<file path="src/rtl/key_event_arbiter.sv">
// key_event_arbiter: round-robin serialiser of one-cycle key pulses into a small
// event FIFO with valid/ready output. Optional drop counter: `KEY_EVT_DROP_CNT_EN.
module key_event_arbiter #(
   parameter int N      = 4,
   parameter int CODE_W = 2,
   parameter int DEPTH  = 4,
   parameter int PTR_W  = 2
) (
   input  logic              clk,
   input  logic              rst,
   input  logic [N-1:0]      key_pulse,
   output logic              evt_valid,
   output logic [CODE_W-1:0] evt_code,
   input  logic              evt_ready,
   output logic [N-1:0]      pending,
   output logic [PTR_W:0]    fifo_cnt,
   output logic              drop_pulse,
   output logic [7:0]        drop_cnt
);

   localparam logic [0:0] S_IDLE  = 1'b0;
   localparam logic [0:0] S_GRANT = 1'b1;

   logic [0:0]        state_q, state_d;
   logic [N-1:0]      pending_q, pending_d;
   logic [CODE_W-1:0] rr_ptr_q, rr_ptr_d;
   logic [CODE_W-1:0] mem_q [DEPTH];
   logic [CODE_W-1:0] mem_d [DEPTH];
   logic [PTR_W-1:0]  wr_ptr_q, wr_ptr_d;
   logic [PTR_W-1:0]  rd_ptr_q, rd_ptr_d;
   logic [PTR_W:0]    cnt_q, cnt_d;
   logic              drop_pulse_q, drop_pulse_d;

   logic              push_ok, push, pop;
   logic [N-1:0]      grant_vec;
   logic [CODE_W-1:0] grant_code;
   logic [CODE_W-1:0] idx;
   int                sum;

   assign evt_valid = (cnt_q != '0);
   assign pop       = evt_valid & evt_ready;
   // A pop in the same cycle frees the slot the grant is about to fill.
   assign push_ok   = (cnt_q < (PTR_W+1)'(DEPTH)) | pop;

   always_comb begin : arbiter
      // NOTE: every always_comb output gets a default first so no path infers a latch.
      grant_vec  = '0;
      grant_code = '0;
      push       = 1'b0;
      sum        = 0;
      idx        = '0;
      if (state_q == S_GRANT && push_ok) begin
         for (int off = 1; off <= N; off++) begin
            sum = int'(rr_ptr_q) + off;
            if (sum >= N) sum = sum - N;
            idx = CODE_W'(sum);
            if (!push && pending_q[idx]) begin
               push           = 1'b1;
               grant_vec[idx] = 1'b1;
               grant_code     = idx;
            end
         end
      end
   end

   always_comb begin : next_state
      // A fresh pulse on the key being granted re-arms its request instead of dropping.
      pending_d    = (pending_q & ~grant_vec) | key_pulse;
      drop_pulse_d = |(key_pulse & pending_q & ~grant_vec);
      rr_ptr_d     = push ? grant_code : rr_ptr_q;

      state_d = state_q;
      case (state_q)
         S_IDLE:  if (pending_d != '0) state_d = S_GRANT;
         default: if (pending_d == '0) state_d = S_IDLE;
      endcase

      mem_d    = mem_q;
      wr_ptr_d = wr_ptr_q;
      rd_ptr_d = rd_ptr_q;
      if (push) begin
         mem_d[wr_ptr_q] = grant_code;
         wr_ptr_d        = wr_ptr_q + PTR_W'(1);
      end
      if (pop) rd_ptr_d = rd_ptr_q + PTR_W'(1);
      cnt_d = cnt_q + (PTR_W+1)'(push) - (PTR_W+1)'(pop);
   end

   always_ff @(posedge clk or posedge rst) begin
      if (rst) begin
         state_q      <= S_IDLE;
         pending_q    <= '0;
         rr_ptr_q     <= CODE_W'(N-1);
         wr_ptr_q     <= '0;
         rd_ptr_q     <= '0;
         cnt_q        <= '0;
         drop_pulse_q <= 1'b0;
         // NOTE: the FIFO storage is reset too, so evt_code reads 0 straight out of reset.
         for (int i = 0; i < DEPTH; i++) mem_q[i] <= '0;
      end else begin
         // NOTE: non-blocking assignments so every flop samples pre-edge values.
         state_q      <= state_d;
         pending_q    <= pending_d;
         rr_ptr_q     <= rr_ptr_d;
         wr_ptr_q     <= wr_ptr_d;
         rd_ptr_q     <= rd_ptr_d;
         cnt_q        <= cnt_d;
         drop_pulse_q <= drop_pulse_d;
         for (int i = 0; i < DEPTH; i++) mem_q[i] <= mem_d[i];
      end
   end

`ifdef KEY_EVT_DROP_CNT_EN
   logic [7:0] drop_cnt_q, drop_cnt_d;

   always_comb begin
      drop_cnt_d = drop_cnt_q;
      if (drop_pulse_q && drop_cnt_q != 8'hFF) drop_cnt_d = drop_cnt_q + 8'd1;
   end

   always_ff @(posedge clk or posedge rst) begin
      if (rst) drop_cnt_q <= 8'h00;
      else     drop_cnt_q <= drop_cnt_d;
   end

   assign drop_cnt = drop_cnt_q;
`else
   assign drop_cnt = 8'h00;
`endif

   assign evt_code   = mem_q[rd_ptr_q];
   assign pending    = pending_q;
   assign fifo_cnt   = cnt_q;
   assign drop_pulse = drop_pulse_q;

endmodule

</file>
<file path="config.mk">
export PLATFORM = sky130hd
export DESIGN_NAME = key_event_arbiter
export DESIGN_NICKNAME = d
export VERILOG_FILES = /design/src/rtl/key_event_arbiter.sv
export SDC_FILE = /design/constraint.sdc
export NUM_CORES = 1
export LEC_CHECK = 0
export CAP_MARGIN = 15
export CORE_MARGIN = 2
export CORE_UTILIZATION = 30
export DETAILED_ROUTE_END_ITERATION = 10
export GPL_TIMING_DRIVEN = 1
export HOLD_SLACK_MARGIN = 0.1
export PLACE_DENSITY = 0.48
export SETUP_SLACK_MARGIN = 0.1
export SYNTH_ARGS = -nofsm -noshare
export SYNTH_HDL_FRONTEND = slang
export SYNTH_SLANG_ARGS = --single-unit
</file>
<file path="constraint.sdc">
create_clock -name clk -period 4.92 [get_ports clk]
set_input_delay 0.738 -clock clk [delete_from_list [all_inputs] [get_ports clk]]
set_output_delay 0.738 -clock clk [all_outputs]
set_load 0.05 [all_outputs]
</file>
==> run summary <==
The final-report max-slew violation count came out at 0. By area, the combinational part of the netlist is dominated by compound AO/OA/AOI/OAI gates. sky130_fd_sc_hd__dfrtp_1 takes more of the synthesized area than any other cell. The synthesized netlist cell count is 153. TritonCTS built the clock tree.

Setup repair after global routing left no endpoint under its margin. The CTS sink count is 23. The overall routed net length is 3552 um. Of the total synthesized cell area, the portion taken by XOR and XNOR cells is 0.03769. The max-slew headroom at the worst pin came out at 0.4114. The area occupied by registers came out at 578.1 um2.

The initial antenna violation count is 0. The post-synthesis to final-layout area growth is 15.00%. After synthesis, the cell types taking the most area are sky130_fd_sc_hd__dfrtp_1, sky130_fd_sc_hd__ha_1, sky130_fd_sc_hd__mux4_2. The tree is rooted in a sky130_fd_sc_hd__clkbuf_8. For this run, design rule violations remaining after detail routing come to 0.

The library cell used most frequently in the layout, excluding fill and tap cells, is sky130_fd_sc_hd__dfrtp_1. Dividing the detail-routed wire length by the instance count gives 14.92 um. For this block, the via count after detailed routing is 1181.

The effective utilization at floorplan came out at 0.3145. The post-synthesis compound-gate area fraction is 0.1354. The count of filler cells inserted in the layout is around 520. For this block, the initial DRC count from the detailed router was 70. The number of endpoints with negative hold slack in the final report is 0. The arrival time reported for the critical path endpoint came out at 4.11 ns. The share of flip-flops with an asynchronous set or reset after synthesis came out at 1.000. The final-report setup violation count came out at 0. For this run, the detailed router's first-pass iteration total came to 3. The latest clock arrival within the worst-skew pair is between 0.2 and 0.3 ns.

The number of antenna cells inserted came out at 0. Summed over all failing endpoints, the final setup total negative slack is 0 ns. The number of synthesized flops with an enable pin is 0.

In the final layout, the multi-input gates occupy 929.6 um2. The vertical extent of the die is 77.64 um. The clock passes through at most 2 buffers. The via count of the first global-routing pass is around 1.2k.

The post-CTS setup-driven buffer insertion count came out at 0. The max-cap check violation count is 0. In this run, post-CTS repair resized a total of 0 instances. The critical path start-end classification is reg2reg. A synthesized cell averages around 11 um2. The final worst-path cycle share came out at 0.8024. Yosys printed 0 warnings. The min-delay analysis places its worst path in the category reg2reg. For this design the top-level I/O count stands at 26. The number of buffer cells added on primary ports came out at 17.

The total track usage is 0.1223. The count of state elements after synthesis is 23. The count of distinct cell types in the synthesized netlist is 39. Along the worst path, the maximum fanout reaches 15.

The area of the mapped netlist came out at ~0.0016 mm2. The post-route antenna net violation count came out at 0. The net count of the finished layout is 191. The row count came out at 26. The number of buffers created by CTS is 3.

The count of H-tree levels built during CTS came out at 1. Of the total synthesized cell area, the portion taken by AND, OR, NAND and NOR gates is 0.1254. The worst-case clock skew came out at 0.008061 ns. Summed over all nets, the half-perimeter wirelength after detailed placement is ~2700 um.

The area fraction of the dominant cell type after synthesis came out at 0.3231. The number of buffers inserted for hold repair after clock tree synthesis is 0. The area of the die is 0.006027 mm2. The first-pass GRT wire length is 5823 um. The floorplan die width is 77.64 um.

The core box area came out at between 0.005 and 0.006 mm2. The ratio of cells with drive above 1 in the final layout is 0.1310. The via-per-instance ratio is 4.962.

For this run, the leading register cell type out of synthesis is sky130_fd_sc_hd__dfrtp_1. The worst setup path is launched from a register. The shortest clock period the worst path allows after layout came out at between 3 and 4 ns. The residual overflow from global routing is 0. The share of the Yosys chip area taken by registers is 0.3554.

The flow ran to the end, and the final reports show no timing, DRC or antenna violations. At the worst endpoint, the required time is 5.08 ns. The worst setup path is captured at a register. The adder-cell share of the synthesized area is 0.1200. Routability-driven placement finished with a final weighted congestion of 0.8593. The maximum clock frequency came out at between 0.2 and 0.3 GHz. Entering global routing, the biggest net connects 24 pins. At the pin with the least slew margin, the transition time is between 0.8 and 0.9 ns. The multiplexer share of the synthesized area came out at 0.1346. The clock-pin slew reported for the worst setup and hold paths after clock tree synthesis came out at 0.09 ns. In the layout the commonest cells are sky130_fd_sc_hd__dfrtp_1, sky130_fd_sc_hd__clkdlybuf4s50_1, sky130_fd_sc_hd__inv_1, sky130_fd_sc_hd__ha_1, sky130_fd_sc_hd__o21ai_0.
worst paths after layout:
| path | from | endpoint | slack [ns] | depth (start not counted) |
|---|---|---|---|---|
| setup / recovery | rr_ptr_q[0]$_DFFE_PP1P_ | fifo_cnt[2]$_DFF_PP0_ | 0.97 | 11 |
| hold / removal | mem_q[3]$_DFFE_PP0P_ | mem_q[3]$_DFFE_PP0P_ | 0.49 | 1 |
| setup reg to reg | rr_ptr_q[0]$_DFFE_PP1P_ | fifo_cnt[2]$_DFF_PP0_ | 0.97 | 11 |
| hold reg to reg | mem_q[3]$_DFFE_PP0P_ | mem_q[3]$_DFFE_PP0P_ | 0.49 | 1 |
| max in group asynchronous | rst | wr_ptr_q[1]$_DFFE_PP0P_ | 3.44 | 2 |
| min in group asynchronous | rst | pending[3]$_DFF_PP0_ | 0.94 | 2 |
synth_stat cells (all sizes together) (2+ instances only):
| cell | instances |
|---|---|
| mux4 | 6 |
| dfrtp | 21 |
| xnor2 | 5 |
| nand3 | 5 |
| nor2 | 2 |
| a21oi | 7 |
| o2bb2ai | 4 |
| a221oi | 4 |
| buf | 11 |
| or3b | 4 |
| nand4 | 3 |
| inv | 15 |
| dfstp | 2 |
| ha | 14 |
| nand2 | 8 |
| o21ai | 9 |
| mux2 | 5 |
| clkbuf | 2 |
| xor2 | 2 |
| o21bai | 4 |
| nand3b | 4 |
| o41ai | 2 |
| or3 | 2 |
| mux2i | 2 |
routing by layer:
metal / up-vias / share of wire / global-route usage
met2: 24 / 0.47 / 0.1922
li1: 561 / - / -
met5: - / 0 / 0
met1: 588 / 0.49 / 0.1670
met4: 0 / 0.022 / 0.05893
met3: 8 / 0.026 / 0.01395
sequential cells by signal, summed over array words and instances, names as in the netlist:
register and flops:
rr_ptr_q 2, pending 4, wr_ptr_q 2, drop_pulse 1, state_q 1, rd_ptr_q 2, mem_q 8, fifo_cnt 3
critical path, stage by stage (launching register included):
cell and delay, ns:
sky130_fd_sc_hd__dfstp_2 0.74, sky130_fd_sc_hd__inv_1 0.19, sky130_fd_sc_hd__ha_1 0.38, sky130_fd_sc_hd__mux4_1 0.50, sky130_fd_sc_hd__nor3_1 0.16, sky130_fd_sc_hd__a21oi_1 0.71, sky130_fd_sc_hd__inv_1 0.11, sky130_fd_sc_hd__ha_1 0.31
sky130_fd_sc_hd__inv_1 0.04, sky130_fd_sc_hd__ha_1 0.18, sky130_fd_sc_hd__fa_1 0.39, sky130_fd_sc_hd__xnor2_1 0.14
per-stage QoR:
step | hold WS, ns | util | worst slack (ns) | instances | cell area, um2
2_1_floorplan | 0.4509 | - | 1.527 | 160 | 1653
3_3_place_gp | 0.4813 | 0.3522 | 1.172 | 234 | 1822
3_5_place_dp | 0.4780 | 0.3522 | 0.9482 | 234 | 1822
4_1_cts | 0.4966 | 0.3616 | 0.9667 | 238 | 1871
5_1_grt | 0.5187 | 0.3616 | 0.6391 | 238 | 1871
6_report | 0.4929 | 0.3616 | 0.9724 | 238 | 1871
logic make-up after synthesis:
kind of cell               after synthesis
other                                    1
and+or+nand+nor                         34
muxes                                   13
AOI/OAI and AO/OA                       32
buffers and inverters                   28
adders and majority gates               15
xor gates and xnor gates                 7
DFF                                     23
cell type report:
class	count	area share
clock buffers	3	0.02207
clock inverters	1	0.004013
inverters	15	0.03010
multi-input cells	109	0.4970
flip-flops and latches	23	0.3090
well taps	70	0.04682
repair buffers	17	0.09097
Power is left out: the tool's default activity adds up to more than one toggle a clock period on the data nets, which glitch-free logic cannot reach.
